### src/rtl/nread_burst_engine.sv
// nread_burst_engine: splits a DMA read into SRIO NREAD requests and writes the HELLO responses to AXI.
// Latency: first request the cycle after start; response data flows to W combinationally after one AW cycle.
// Backpressure: requests stall at OUTSTANDING in flight; iresp tready follows wready during data beats.
// Optional response watchdog: define NREAD_TIMEOUT_EN.
module nread_burst_engine #(
    parameter int         MAX_BURST_DW = 32,
    parameter int         OUTSTANDING  = 4,
    parameter logic [1:0] PRIO         = 2'b01
) (
    input  logic        aclk,
    input  logic        aresetn,
    input  logic        nread_start,
    input  logic [31:0] srcAddr,
    input  logic [31:0] dstAddr,
    input  logic [15:0] size_dw,
    output logic        nread_irq,
    output logic        nread_finish,
    output logic        nread_err,
    output logic        m_axis_ireq_tvalid,
    input  logic        m_axis_ireq_tready,
    output logic [63:0] m_axis_ireq_tdata,
    output logic        m_axis_ireq_tlast,
    input  logic        s_axis_iresp_tvalid,
    output logic        s_axis_iresp_tready,
    input  logic [63:0] s_axis_iresp_tdata,
    input  logic [7:0]  s_axis_iresp_tkeep,
    input  logic        s_axis_iresp_tlast,
    output logic [31:0] m_axi_awaddr,
    output logic [7:0]  m_axi_awlen,
    output logic        m_axi_awvalid,
    input  logic        m_axi_awready,
    output logic [63:0] m_axi_wdata,
    output logic        m_axi_wlast,
    output logic        m_axi_wvalid,
    input  logic        m_axi_wready
);
    localparam int SW = (OUTSTANDING > 1) ? $clog2(OUTSTANDING) : 1;
    localparam int CW = $clog2(OUTSTANDING + 1);

    typedef enum logic [1:0] {T_IDLE, T_ISSUE, T_DRAIN} top_state_t;
    typedef enum logic [1:0] {R_HDR, R_AW, R_DATA, R_DROP} rsp_state_t;

    top_state_t r_top, w_top_nxt;
    rsp_state_t r_rsp, w_rsp_nxt;

    logic [31:0]            r_src, r_dst;
    logic [15:0]            r_rem;
    logic [SW-1:0]          r_tid;
    logic [CW-1:0]          r_outst;
    logic [OUTSTANDING-1:0] r_slot_vld;
    logic [31:0]            r_slot_dst [OUTSTANDING];
    logic [7:0]             r_slot_len [OUTSTANDING];
    logic [SW-1:0]          r_cur_idx;
    logic [31:0]            r_cur_dst;
    logic [7:0]             r_cur_len, r_beat;
    logic                   r_live, r_irq, r_finish, r_err;

    logic [15:0]   w_page_dw, w_lim, w_b;
    logic [7:0]    w_size;
    logic          w_issue_vld, w_issue, w_accept, w_done;
    logic [7:0]    w_hdr_tid;
    logic [SW-1:0] w_hdr_idx, w_free_idx;
    logic          w_hdr_hit, w_hdr_ok, w_load, w_free, w_free_vld, w_rsp_err;
    logic          w_unused_tkeep;

    assign w_unused_tkeep = ^s_axis_iresp_tkeep;

    // Burst sizing: clip to remaining, max burst and the 4 KB page, then round to 1/2/4/4n.
    always_comb begin
        w_page_dw = {3'b000, 13'h1000 - {1'b0, r_dst[11:0]}} >> 3;
        w_lim = r_rem;
        if (w_lim > 16'(MAX_BURST_DW)) w_lim = 16'(MAX_BURST_DW);
        if (w_lim > w_page_dw)         w_lim = w_page_dw;
        if (w_lim >= 16'd4)            w_b = w_lim & 16'hFFFC;
        else if (w_lim == 16'd3)       w_b = 16'd2;
        else                           w_b = w_lim;
    end

    // A slot still held by an out-of-order response blocks reuse of that tid.
    assign w_issue_vld = (r_top == T_ISSUE) && (r_rem != '0) &&
                         (r_outst < CW'(OUTSTANDING)) && !r_slot_vld[r_tid];
    assign w_issue     = w_issue_vld && m_axis_ireq_tready;
    assign w_size      = 8'((w_b << 3) - 16'd1);

    assign m_axis_ireq_tvalid = w_issue_vld;
    assign m_axis_ireq_tlast  = w_issue_vld;
    assign m_axis_ireq_tdata  = {8'(r_tid), 4'h2, 4'h4, 1'b0, PRIO, 1'b0, w_size, 2'b00, 2'b00, r_src};

    assign w_hdr_tid = s_axis_iresp_tdata[63:56];
    assign w_hdr_idx = s_axis_iresp_tdata[56 +: SW];
    assign w_hdr_hit = (w_hdr_tid < 8'(OUTSTANDING)) && r_slot_vld[w_hdr_idx];
    assign w_hdr_ok  = w_hdr_hit && (s_axis_iresp_tdata[55:52] == 4'hD) &&
                       (s_axis_iresp_tdata[51:48] == 4'h8);
    assign w_free_vld = w_free && r_slot_vld[w_free_idx];

    assign m_axi_awaddr = r_cur_dst;
    assign m_axi_awlen  = r_cur_len;
    assign m_axi_wdata  = s_axis_iresp_tdata;
    assign nread_irq    = r_irq;
    assign nread_err    = r_err;
    assign nread_finish = r_finish;

    // Top FSM state register.
    always_ff @(posedge aclk or negedge aresetn) begin
        if (!aresetn) r_top <= T_IDLE;
        else          r_top <= w_top_nxt;
    end

    // Top FSM next state: accept start, finish once everything issued has returned.
    always_comb begin
        w_top_nxt = r_top;
        w_accept  = 1'b0;
        w_done    = 1'b0;
        case (r_top)
            T_IDLE: if (nread_start) begin
                w_accept = 1'b1;
                if (size_dw == 16'd0) w_done = 1'b1;
                else                  w_top_nxt = T_ISSUE;
            end
            T_ISSUE: if (r_rem == '0) begin
                if (r_outst == '0) begin w_done = 1'b1; w_top_nxt = T_IDLE; end
                else               w_top_nxt = T_DRAIN;
            end
            T_DRAIN: if (r_outst == '0) begin w_done = 1'b1; w_top_nxt = T_IDLE; end
            default: w_top_nxt = T_IDLE;
        endcase
    end

    // Response FSM: header decode, AW issue, data pass-through, error drop.
    always_comb begin
        w_rsp_nxt           = r_rsp;
        s_axis_iresp_tready = 1'b0;
        m_axi_awvalid       = 1'b0;
        m_axi_wvalid        = 1'b0;
        m_axi_wlast         = 1'b0;
        w_free              = 1'b0;
        w_free_idx          = r_cur_idx;
        w_rsp_err           = 1'b0;
        w_load              = 1'b0;
        case (r_rsp)
            R_HDR: begin
                s_axis_iresp_tready = r_live;
                if (s_axis_iresp_tvalid && r_live) begin
                    if (w_hdr_ok && !s_axis_iresp_tlast) begin
                        w_load    = 1'b1;
                        w_rsp_nxt = R_AW;
                    end else begin
                        w_rsp_err  = 1'b1;
                        w_free     = w_hdr_hit;
                        w_free_idx = w_hdr_idx;
                        if (!s_axis_iresp_tlast) w_rsp_nxt = R_DROP;
                    end
                end
            end
            R_AW: begin
                m_axi_awvalid = 1'b1;
                if (m_axi_awready) w_rsp_nxt = R_DATA;
            end
            R_DATA: begin
                s_axis_iresp_tready = m_axi_wready;
                m_axi_wvalid        = s_axis_iresp_tvalid;
                m_axi_wlast         = (r_beat == r_cur_len);
                if (s_axis_iresp_tvalid && m_axi_wready) begin
                    if (r_beat == r_cur_len) begin
                        w_free = 1'b1;
                        if (!s_axis_iresp_tlast) begin w_rsp_err = 1'b1; w_rsp_nxt = R_DROP; end
                        else                     w_rsp_nxt = R_HDR;
                    end else if (s_axis_iresp_tlast) begin
                        w_rsp_err = 1'b1;
                        w_free    = 1'b1;
                        w_rsp_nxt = R_HDR;
                    end
                end
            end
            R_DROP: begin
                s_axis_iresp_tready = 1'b1;
                if (s_axis_iresp_tvalid && s_axis_iresp_tlast) w_rsp_nxt = R_HDR;
            end
            default: w_rsp_nxt = R_HDR;
        endcase
    end

    // Response FSM state plus the context of the burst being written.
    always_ff @(posedge aclk or negedge aresetn) begin
        if (!aresetn) begin
            r_rsp     <= R_HDR;
            r_live    <= 1'b0;
            r_cur_idx <= '0;
            r_cur_dst <= '0;
            r_cur_len <= '0;
            r_beat    <= '0;
        end else begin
            r_rsp  <= w_rsp_nxt;
            r_live <= 1'b1;
            if (w_load) begin
                r_cur_idx <= w_hdr_idx;
                r_cur_dst <= r_slot_dst[w_hdr_idx];
                r_cur_len <= r_slot_len[w_hdr_idx];
                r_beat    <= '0;
            end else if (r_rsp == R_DATA && s_axis_iresp_tvalid && m_axi_wready) begin
                r_beat <= r_beat + 8'd1;
            end
        end
    end

`ifdef NREAD_TIMEOUT_EN
    logic [23:0] r_wd;
    logic        w_iresp_hs;
    assign w_iresp_hs = s_axis_iresp_tvalid && s_axis_iresp_tready;
`endif

    // Request datapath, slot table, outstanding count and status flags.
    always_ff @(posedge aclk or negedge aresetn) begin
        if (!aresetn) begin
            r_src      <= '0;
            r_dst      <= '0;
            r_rem      <= '0;
            r_tid      <= '0;
            r_outst    <= '0;
            r_slot_vld <= '0;
            for (int i = 0; i < OUTSTANDING; i++) begin
                r_slot_dst[i] <= '0;
                r_slot_len[i] <= '0;
            end
            r_irq    <= 1'b0;
            r_err    <= 1'b0;
            r_finish <= 1'b0;
`ifdef NREAD_TIMEOUT_EN
            r_wd     <= '0;
`endif
        end else begin
            r_finish <= w_done;
            if (w_accept) begin
                r_src <= srcAddr & ~32'h7;
                r_dst <= dstAddr & ~32'h7;
                r_rem <= size_dw;
                r_irq <= 1'b0;
                r_err <= 1'b0;
            end
            if (w_free_vld) r_slot_vld[w_free_idx] <= 1'b0;
            if (w_issue) begin
                r_slot_vld[r_tid] <= 1'b1;
                r_slot_dst[r_tid] <= r_dst;
                r_slot_len[r_tid] <= 8'(w_b - 16'd1);
                r_src <= r_src + 32'({w_b, 3'b000});
                r_dst <= r_dst + 32'({w_b, 3'b000});
                r_rem <= r_rem - w_b;
                r_tid <= (r_tid == SW'(OUTSTANDING - 1)) ? '0 : r_tid + 1'b1;
            end
            r_outst <= r_outst + CW'(w_issue) - CW'(w_free_vld);
            if (w_rsp_err) r_err <= 1'b1;
            if (w_done)    r_irq <= 1'b1;
`ifdef NREAD_TIMEOUT_EN
            if (r_outst == '0 || w_iresp_hs) r_wd <= '0;
            else                             r_wd <= r_wd + 24'd1;
            if (r_wd == 24'hFF_FFFF) begin
                r_err      <= 1'b1;
                r_slot_vld <= '0;
                r_outst    <= '0;
                r_rem      <= '0;
            end
`endif
        end
    end
endmodule

### config.mk
export PLATFORM = sky130hd
export DESIGN_NAME = nread_burst_engine
export DESIGN_NICKNAME = d
export VERILOG_FILES = /design/src/rtl/nread_burst_engine.sv
export SDC_FILE = /design/constraint.sdc
export NUM_CORES = 1
export LEC_CHECK = 0
export ABC_AREA = 1
export BUFFER_PORTS_ARGS = -buffer_cell sky130_fd_sc_hd__buf_2
export CELL_PAD_IN_SITES_DETAIL_PLACEMENT = 2
export CELL_PAD_IN_SITES_GLOBAL_PLACEMENT = 2
export CORE_AREA = 2 2 303 185
export DETAILED_ROUTE_END_ITERATION = 8
export DIE_AREA = 0 0 305 187
export PLACE_DENSITY = 0.87
export SLEW_MARGIN = 20
export SYNTH_ARGS = -nofsm -noshare
export SYNTH_HDL_FRONTEND = slang
export SYNTH_SLANG_ARGS = --single-unit
export TNS_END_PERCENT = 50
### constraint.sdc
create_clock -name aclk -period 5 [get_ports aclk]
set_clock_uncertainty 0.05 [all_clocks]
set_input_delay 1 -clock aclk [delete_from_list [all_inputs] [get_ports aclk]]
set_output_delay 1 -clock aclk [all_outputs]
set_load 0.05 [all_outputs]
==> flow_metrics.tcl <==
set metrics [dict create \
    crit_path_start_kind "register" \
    crit_arrival_ns 6.77 \
    port_buffers 195 \
    pwr-share-clk_pct 13.9 \
    finalSetupViolCount 81 \
    drive_above_1_share_pct 27.13 \
    synth_cell_type_count 52 \
    numCtsBuffers 30 \
    path_class "reg -> reg" \
    routed_wl_mm 104.1 \
    worstSetupEndpointType "register" \
    viasPerCell 5.930 \
    vias 19210 \
    p_int_mw 8.052 \
    clkLatencyLatePin_ns 0.62 \
    rows 67 \
    layout.nets 2716 \
    cp.depth 37 \
    maxClockFrequency_ghz 0.1573 \
    die_w_um 305 \
    die_h_um 187 \
    worst_ep_required_time_ns 5.41 \
    cts_max_level 1 \
    register_area_sq_um 7162 \
    gp_congestion 0.8289 \
    hold_depth 2 \
    rrSetupSlack_ns -1.36 \
    io_pins 337 \
    final_cell_area_sq_um 22150 \
    dp_hpwl_mm 49.82 \
    layout_commonest_cell "nand2_1" \
    multiInputGateArea_sq_um 9597 \
    min_period_ns 6.356 \
    hold_buffers 0 \
    p_switching_mw 9.654 \
    ys.warnings.count 0 \
    worst_slew_pin_slew_ns 1.605 \
    slowest_delay_ns 0.47 \
    drc 0 \
    ys_ff_latch 286 \
    clk_path_buf_depth 3 \
    power_frac_comb_pct 62.1 \
    layout_common_cells "nand2_1 (409), dfrtp_1 (282), o21ai_0 (242)" \
    initial_core_util_pct 31.53 \
    die_area_sq_um 57040 \
    avgSynthCellArea_sq_um 7.818 \
    pre_cts_ws_ns -0.5636 \
    sw_frac_of_total_pct 54.52 \
    cellLeakagePower_nw 10.97 \
    irDropWorstVdd_mv 0.2787 \
    status "finished with violations" \
    drt-pass1-iter-count 5 \
    grt_pass1_vias 20140 \
    hp-start "r_slot_dst[121]$_DFFE_PN0P_" \
    clk_pin_slew_ns 0.10 \
    fin_ws_ns -1.356 \
    coreArea_sq_um 54740 \
    antenna_found_initial 19 \
    dominantRegCellSynth "dfrtp_1" \
    hold_ws_ns 0.4408 \
    maxCapViolations 2 \
    cp_slowest_cell "dfrtp_1" \
    regToRegEndpoint "r_dst[28]$_DFFE_PN0P_" \
    root_buffer "clkbuf_16" \
    worst_slew_margin_rel_pct -7.836 \
    synth_edf_count 0 \
    postRouteAntennaNets 0 \
    grt_max_degree 114 \
    cts_tree "built" \
    r2r.worst_path.cells 37 \
    rsz0062_at_grt "true" \
    final_max_slew_viol_count 4 \
    synthCells 2208 \
    area_delta_synth_final_pct 28.30 \
    grt_usage_pct 30.12 \
    cts_sinks 286 \
    wl_per_cell_um 32.14 \
    crit_fanout 6 \
    path_delay_family "simple AND/OR/NAND/NOR gates" \
    finalPower_mw 17.71 \
    violations "max-capacitance violations, max-slew violations, negative setup slack" \
    power_frac_seq_pct 23.9 \
    hold_class "reg -> reg" \
    p_per_area_nw_per_um2 799.5 \
    hold_viol 0 \
    drt_iter0_drc 1777 \
    min_to "r_slot_dst[121]$_DFFE_PN0P_" \
    crit_buf_inv 11 \
    n_fill_cell 6054 \
    grt_pass1_wl_mm 132.1 \
    cpMostUsedCell "nand2_8" \
    grt.overflow.total 0 \
    netlist_area_sq_um 17260 \
    reg2reg_from "r_dst[4]$_DFFE_PN0P_" \
    async_flop_share_pct 100.0 \
    place_area_sq_um 19100 \
    synth-seq-area-share_pct 41.46 \
    period_share_pct 127.1 \
]
-- final cells by class --
| type | count | area share [%] |
|---|---|---|
| multi-input combinational | 1563 | 43.33 |
| inverter | 225 | 3.881 |
| sequential | 286 | 32.34 |
| tap | 724 | 4.090 |
| timing repair buffer | 377 | 11.76 |
| antenna | 10 | 0.1130 |
| clock inverter | 16 | 0.6158 |
| clock buffer | 39 | 3.864 |
-- per-stage QoR --
step	setup TNS [ns]	utilization, %	cells
2_1_floorplan	0	-	2259
6_report	-68.12	40.46	3240
3_3_place_gp	0	34.89	3099
3_5_place_dp	-15.18	34.89	3099
4_1_cts	-2.044	38.52	3188
5_1_grt	-66.00	40.44	3236
-- tightest hold or removal path: stages (launching register included) --
cell	delay, ns
dfrtp_1	0.35
nand2_1	0.05
o21ai_0	0.06
-- cell families (layout without fill, tap and decap cells) --
group	after synthesis	count (layout)	synth area share (%)
simple gates	859	860	21.90
compound gates	511	511	16.29
buf+inv	411	657	11.29
flops	286	286	41.46
fa+ha+maj	73	73	5.465
xor+xnor	52	52	2.725
mux	14	14	0.8118
other cells	2	63	0.04351
-- worst max path at each step --
| stage | from | end |
|---|---|---|
| after floorplan | r_dst[4]$_DFFE_PN0P_ | m_axis_ireq_tdata[43] |
| after global placement | r_rem[13]$_DFFE_PN0P_ | r_src[22]$_DFFE_PN0P_ |
| after detailed placement | r_rem[13]$_DFFE_PN0P_ | r_src[28]$_DFFE_PN0P_ |
| after CTS | r_rem[0]$_DFFE_PN0P_ | m_axis_ireq_tdata[43] |
| after global routing | r_dst[4]$_DFFE_PN0P_ | r_dst[28]$_DFFE_PN0P_ |
| final | r_dst[4]$_DFFE_PN0P_ | r_dst[28]$_DFFE_PN0P_ |
-- per-layer routing --
metal | vias to the layer above | GRT usage, % | wire (um)
met5 | - | 0 | 152
met4 | 16 | 17.14 | 9339
met2 | 1169 | 51.79 | 47880
met1 | 9786 | 34.75 | 36650
met3 | 531 | 6.605 | 10120
li1 | 7712 | - | -
-- repair_timing --
| action | 4_1_cts | 5_1_grt |
|---|---|---|
| gates resized for setup | 145 | 177 |
| gates cloned | 1 | 0 |
| pin swaps | 49 | 55 |
| buffers inserted | 34 | 42 |
| endpoints found under the setup margin | 65 | 77 |
-- state kept, by name, summed over array words and instances, names as in the netlist, 3 cells and up --
name / count
r_beat: 8
r_outst: 3
r_slot_len: 32
r_dst: 29
r_rem: 16
m_axi_awlen: 8
r_src: 29
r_slot_vld: 4
m_axi_awaddr: 29
r_slot_dst: 116
-- synthesized netlist by cell type (15+ instances only) --
library cell  number  area share [%]
nand2_1          451             9.8
dfrtp_1          286              41
o21ai_0          281             8.1
inv_1            205             4.5
nor2_1           179             3.9
a21oi_1          101             2.9
buf_4             98             4.3
nor3_1            81             2.3
ha_1              69             5.0
nand3_1           64             1.9
clkbuf_1          60             1.3
xor2_1            31             1.6
a211oi_1          27             1.2
buf_2             25            0.72
o22ai_1           24            0.87
o21ai_1           22            0.64
inv_2             20            0.43
xnor2_1           19            0.96
nand4_1           15            0.54
-- power groups by stage --
stage               Clock, mW  Sequential, mW  Combinational [mW]
finish                   2.47            4.23                11.0
global route             2.55            4.27                11.3
CTS                      2.39            3.98                8.30
detailed placement          0            3.96                7.40
global placement            0            3.85                6.67
floorplan                   0            4.20                4.39
No activity file was read; power rests on OpenSTA's default activity.
